**src/rtl/multicycle_ctrl.sv**
```systemverilog
// Instruction sequencer for the multi-cycle MIPS core: steps IF/ID/EX/MEM/WB,
// gates SRAM enables and IR/PC/write-back strobes, and counts retired instructions.
module multicycle_ctrl #(
  parameter int unsigned IMEM_LAT = 1,
  parameter int unsigned DMEM_LAT = 1
) (
  input  logic        clk,
  input  logic        rst,
  input  logic        run,
  input  logic        op_load,
  input  logic        op_store,
  output logic [4:0]  cur_state,
  output logic        inst_sram_en,
  output logic        ir_wen,
  output logic        pc_wen,
  output logic        data_sram_gate,
  output logic        wb_wen,
  output logic        retire,
  output logic [31:0] inst_cnt
);

  typedef enum logic [4:0] {
    S_IF  = 5'b00001,
    S_ID  = 5'b00010,
    S_EX  = 5'b00100,
    S_MEM = 5'b01000,
    S_WB  = 5'b10000
  } state_e;

  localparam logic [3:0] IMEM_LAST = 4'(IMEM_LAT - 1);
  localparam logic [3:0] DMEM_LAST = 4'(DMEM_LAT - 1);

  state_e      state_q, state_d;
  logic [3:0]  lat_q, lat_d;
  logic        busy_q, busy_d;
  logic        load_q, load_d;
  logic [31:0] inst_cnt_q, inst_cnt_d;

  always_comb begin
    state_d        = state_q;
    lat_d          = lat_q;
    busy_d         = busy_q;
    load_d         = load_q;
    cur_state      = state_q;
    inst_sram_en   = 1'b0;
    ir_wen         = 1'b0;
    pc_wen         = 1'b0;
    data_sram_gate = 1'b0;
    wb_wen         = 1'b0;
    retire         = 1'b0;

    case (state_q)
      S_IF: begin
        // An idle IF only starts a fetch when run is high; once busy it finishes regardless.
        if (busy_q || run) begin
          inst_sram_en = 1'b1;
          if (lat_q == IMEM_LAST) begin
            ir_wen  = 1'b1;
            pc_wen  = 1'b1;
            state_d = S_ID;
            lat_d   = '0;
            busy_d  = 1'b0;
          end else begin
            lat_d  = lat_q + 4'd1;
            busy_d = 1'b1;
          end
        end
      end
      S_ID: state_d = S_EX;
      S_EX: begin
        // Retire of a non-memory instruction falls on its EX cycle, so it follows op_* directly.
        load_d = op_load;
        if (op_load || op_store) begin
          state_d = S_MEM;
        end else begin
          state_d = S_IF;
          retire  = 1'b1;
        end
      end
      S_MEM: begin
        data_sram_gate = 1'b1;
        if (lat_q == DMEM_LAST) begin
          lat_d = '0;
          if (load_q) begin
            state_d = S_WB;
          end else begin
            state_d = S_IF;
            retire  = 1'b1;
          end
        end else begin
          lat_d = lat_q + 4'd1;
        end
      end
      S_WB: begin
        wb_wen  = 1'b1;
        retire  = 1'b1;
        state_d = S_IF;
      end
      default: begin
        cur_state = S_IF;
        state_d   = S_IF;
        lat_d     = '0;
        busy_d    = 1'b0;
      end
    endcase

    inst_cnt_d = inst_cnt_q + 32'(retire);
  end

  always_ff @(posedge clk) begin
    if (rst) begin
      state_q    <= S_IF;
      lat_q      <= '0;
      busy_q     <= 1'b0;
      load_q     <= 1'b0;
      inst_cnt_q <= '0;
    end else begin
      state_q    <= state_d;
      lat_q      <= lat_d;
      busy_q     <= busy_d;
      load_q     <= load_d;
      inst_cnt_q <= inst_cnt_d;
    end
  end

  assign inst_cnt = inst_cnt_q;

endmodule

```
**config.mk**
```make
export PLATFORM = sky130hd
export DESIGN_NAME = multicycle_ctrl
export DESIGN_NICKNAME = d
export VERILOG_FILES = /design/src/rtl/multicycle_ctrl.sv
export SDC_FILE = /design/constraint.sdc
export NUM_CORES = 1
export LEC_CHECK = 0
export CAP_MARGIN = 20
export CORE_MARGIN = 4
export CORE_UTILIZATION = 28
export DETAILED_ROUTE_END_ITERATION = 8
export PLACE_DENSITY = 0.47
export REMOVE_ABC_BUFFERS = 1
export SYNTH_ARGS = -nofsm -noshare
export SYNTH_HDL_FRONTEND = slang
export SYNTH_SLANG_ARGS = --single-unit
```
**constraint.sdc**
```tcl
create_clock -name clk -period 5.17 [get_ports clk]
set_input_delay 0.7755 -clock clk [delete_from_list [all_inputs] [get_ports clk]]
set_output_delay 0.7755 -clock clk [all_outputs]
set_load 0.02 [all_outputs]
```
# After elaboration in Yosys (flattened, before gate mapping)
# Cells that the tools add are included.
[word_totals]
regBits = 43
latchBits = 0
mem_bits_rw = 0
mem_bits_ro = 0
in_bits = 5
output_inout_bits = 43
elab_cells = 50
mem_count = 0
[classes]
n_addsub = 2
mul = 0
div_mod_pow = 0
order_cmp = 0
eq_ne = 8
n_shift = 0
mux = 24
n_bitwise = 2
n_reduce_logical = 9
[ops]
columns = ["op", "n"]
rows = [
  ["32-bit by 1-bit adder with 32-bit output", 1],
  ["5-bit two-way mux", 5],
  ["5-bit one-hot mux with 4 select lines", 1],
  ["1-bit two-way mux", 12],
  ["4-bit two-way mux", 3],
  ["4-bit one-hot mux with 3 select lines", 1],
  ["2-bit inequality test, second input constant", 3],
  ["5-bit by 1-bit == test with 1-bit output, second input constant", 1],
  ["5-bit by 2-bit == test with 1-bit output, second input constant", 1],
  ["5-bit by 3-bit == test with 1-bit output, second input constant", 1],
  ["5-bit by 4-bit == test with 1-bit output, second input constant", 1],
  ["5-bit == test, second input constant", 1],
  ["5-bit OR reduction", 1],
  ["4-bit by 1-bit adder with 4-bit output, second input constant", 1],
  ["4-bit logical NOT", 1],
  ["2-bit AND reduction", 2],
  ["4-bit OR reduction", 1],
  ["1-bit one-hot mux with 3 select lines", 1],
  ["3-bit AND reduction", 1],
  ["3-bit OR reduction", 1],
  ["1-bit logical OR", 2],
  ["1-bit inverter", 2],
  ["1-bit one-hot mux with 2 select lines", 1],
]

# Logic depth before layout (Yosys ltp)
[depth]
ltp_word = 4
ltp_mapped = 13

# Worst setup path before layout
# No wires, ideal clock.
[synth_timing]
path_type = "reg2reg"
startpoint = "reg state_q[2]"
endpoint = "reg inst_cnt_q[29] (netlist: inst_cnt[29])"
t_arrival_ns = 3.486
t_required_ns = 5.047
setup_slack_ns = 1.561
stages_incl_launch_ff = 11
n_path_buf = 1
cell_sequence = "dfxtp_1 clkbuf_1 nor2_1 nor4b_1 a21oi_1 o31ai_1 ha_1 nand3_1 or4_1 nor4_1 mux2_1"
[synth_between]
elab_chain_cells = 3
[synth_rtl]
columns = ["item", "line", "text"]
rows = [
  ["start: declaration", "33", "state_e state_q, state_d;"],
  ["start signal: assignment", "118", "state_q <= state_d;"],
  ["5-bit == test (tied with other cells)", "52", "case (state_q)"],
  ["1-bit one-hot mux with 3 select lines *", "52", ""],
  ["via retire", "18", "output logic retire,"],
  ["32-bit by 1-bit adder with 32-bit output *", "107", "inst_cnt_d = inst_cnt_q + 32'(retire);"],
  ["end signal: assignment", "122", "inst_cnt_q <= inst_cnt_d;"],
  ["end: declaration", "37", "logic [31:0] inst_cnt_q, inst_cnt_d;"],
]
# The timed path passes the listed nets; every way through them passes the cells marked *.
# A chain may end at the register's enable or synchronous reset.

# Worst setup path in the final report
[layout_timing]
startpoint = "reg state_q[2]"
endpoint = "reg inst_cnt_q[29] (netlist: inst_cnt[29])"
[layout_between]
elab_chain_cells = 3
[layout_rtl]
columns = ["item", "line"]
rows = [
  ["5-bit == test (tied with other cells)", "52"],
  ["1-bit one-hot mux with 3 select lines *", "52"],
  ["32-bit by 1-bit adder with 32-bit output *", "107"],
]
# Mark *: on every way between the ends. The rest lies on a longest branch, timed or not.

==> flow_metrics.tcl <==
set metrics [dict create \
    outcome "complete, no violations" \
    dp_hpwl_um 3870 \
    core_um2 7850 \
    cts_hold_buf 0 \
    rows 32 \
    leakagePower_nw 0.957 \
    crit_end "inst_cnt[29]" \
    post_cts_resized 0 \
    ys_async_sr_fraction_pct 0 \
    finalNonFillerCells 418 \
    clock.fmax_mhz 296 \
    layout-drive-gt1-share_pct 5.70 \
    path_clk_slew_ns 0.09 \
    viasPerCell 4.90 \
    comb_power_share_pct 7.3 \
    ff2ff_setup_slack_ns 1.80 \
    clockRootBuffer "clkbuf_8" \
    post_drt_wl_per_cell_um 12.8 \
    antennaDiodeCount 0 \
    ys_types 46 \
    tns_ns 0 \
    grt_pass1_vias 2025 \
    clock_power_share_pct 38.6 \
    ys_seq_elements 43 \
    post_cts_buffers 0 \
    synth_area_leaders "dfxtp_1 (38%), nor2_1 (5.1%), mux2_1 (4.4%)" \
    cts_buffer_depth 2 \
    io_pins 48 \
    grt_max_degree 54 \
    numCtsBuffers 5 \
    syn_inst 278 \
    start_util_pct 29.2 \
    io_buffers 47 \
    crit_start "state_q[2]" \
    clk_latency_ns 0.29 \
    ys.flop_type "dfxtp_1" \
    drt-initial-drc-count 60 \
    cp-end-kind "register" \
    die_x_um 98.4 \
    start_kind "register" \
    finalHoldViolations 0 \
    p_seq_share_pct 54.1 \
    cts.sinks 43 \
    drc_errors 0 \
    die_h_um 98.4 \
    p_per_area_nw_per_um2 215 \
    syn_area_per_cell_um2 8.23 \
    required_ns 5.35 \
    internal-power_uw 474 \
    hp-class "reg -> reg" \
    reg2reg_to "inst_cnt[29]" \
    via_count 2049 \
    cts_max_level 2 \
    nets 324 \
    yosysTopAreaCell "dfxtp_1" \
    grt_pass1_wl_um 9480 \
    post-route-util_pct 37.0 \
    slew_viol_final 0 \
    r2r_start "state_q[2]" \
    cts_tree "built" \
    area_delta_synth_final_pct 27.0 \
    netSwitchingPower_uw 151 \
    seq_area_frac_synth_pct 37.6 \
    globalplace.congestion 0.744 \
    arrival_ns 3.56 \
    grt_overflow 0 \
    placed_cell_area_um2 2810 \
    drtPass1Iterations 5 \
    drt-total-wl_um 5340 \
    grt_use_total_pct 11.8 \
    setup_viol 0 \
    slew_headroom_pct 36.0 \
    antenna_left 0 \
    reg2reg_depth 9 \
    fin_area_um2 2910 \
    ys_warn_count 0 \
    tightest_slew_ns 0.960 \
    rsz0062_at_grt "no" \
    syn-cell-area_um2 2290 \
    synth_top_area_share_pct 37.6 \
    finalCritPeriodShare_pct 65.3 \
    die_area_um2 9680 \
    synth_enable_flop_cells 0 \
    maxCapViolCount 0 \
    antenna_found_initial 0 \
    swShare_pct 24.1 \
    min_period_ns 3.37 \
    crit_path_max_fanout 13 \
    placed_cells 410 \
    critical_path_class "reg -> reg" \
    ir_worst_vdd_v 0.0000851 \
    finClkSkew_ns 0.00565 \
]
-- layout by cell type, fill, tap and decap left out, types with 6 or more instances in the layout --
cell	netlist	layout
inv_1	13	13
or3_1	10	10
o21ai_0	16	16
mux2_1	9	9
xnor2_1	9	9
a21oi_1	15	15
clkdlybuf4s50_1	0	46
nor2_1	31	31
nor4_1	7	7
nand2_1	12	12
nand3_1	18	18
nor3_1	10	10
clkbuf_8	0	7
or4_1	6	6
dfxtp_1	43	43
nor2b_1	11	11
-- power groups by stage --
stage                     clock network (mW)  registers [mW]  logic, mW
after floorplan                            0           0.344     0.0261
after detailed placement                   0           0.346     0.0462
after global placement                     0           0.346     0.0467
after global routing                   0.259           0.339     0.0519
after CTS                              0.250           0.338     0.0463
final                                  0.241           0.338     0.0459
-- state kept, by name, indices dropped and copies added (netlist names) --
name / cells
inst_cnt: 32
busy_q: 1
load_q: 1
state_q: 5
lat_q: 4
-- per-layer routing --
layer / track usage (%) / routed length, µm
met1: 16.0 / 2750
met2: 18.5 / 2340
met3: 2.79 / 212
met4: 3.36 / 38
met5: 0 / 0
-- worst min-delay path by stage --
stage / depth (start not counted) / endpoint / from
global placement: 2 / state_q[4] / load_q
CTS: 2 / state_q[4] / load_q
floorplan: 2 / state_q[4] / load_q
detailed placement: 2 / state_q[4] / load_q
finish: 2 / state_q[4] / load_q
global route: 2 / state_q[4] / load_q
-- kinds of logic (layout without fill, tap and decap cells) --
logic type                 Yosys count  count (layout)  synth area share [%]
and+or+nand+nor                    132             132                  32.8
AOI/OAI and AO/OA                   44              44                  11.5
DFF                                 43              43                  37.6
buffers and inverters               31              69                  5.63
xor gates and xnor gates            13              13                  4.98
muxes                               11              11                  5.30
adders and majority gates            4               4                  2.19
-- stage by stage --
stage	worst slack, ns	power, mW	hold WS (ns)
after floorplan	1.67	0.370	0.435
after CTS	1.76	0.635	0.478
final	1.80	0.625	0.469
after global placement	1.72	0.393	0.478
after detailed placement	1.61	0.392	0.463
after global routing	1.42	0.650	0.501
-- Yosys cell counts, types with 2 or more instances --
cell	number
o32ai_1	2
xnor2_1	9
nor4_2	2
nor2_1	31
clkbuf_1	13
inv_1	13
or4_1	6
nand2_1	12
a21oi_1	15
and4_1	2
ha_1	4
nor2b_1	11
mux2i_1	2
nand3_2	2
nand4_1	2
nor4_1	7
and3_1	2
mux2_1	9
nor4b_1	3
or2_2	2
or3_1	10
o21ai_0	16
o31ai_1	3
nand4_2	2
nand3_1	18
nand2b_1	4
xor2_1	4
nor3_1	10
dfxtp_1	43
a211oi_1	2
nor3b_1	2
-- critical path: stages, from the launching register on --
cell and delay [ns]:
dfxtp_1 0.60, nor3b_1 0.36, and2_1 0.25, a21oi_1 0.09
o31ai_1 0.11, ha_1 0.29, nand3_1 0.26, or4_1 0.67
nor4_1 0.27, mux2_1 0.36
-- area by class of cell --
type / count / area (µm²)
fillers: 834 / 4940
flip-flops and latches: 43 / 861
well taps: 102 / 128
multi-input cells: 204 / 1300
repair buffers: 47 / 465
clock buffers: 8 / 100
inverters: 14 / 52.6
No activity file was read; power rests on OpenSTA's default activity.
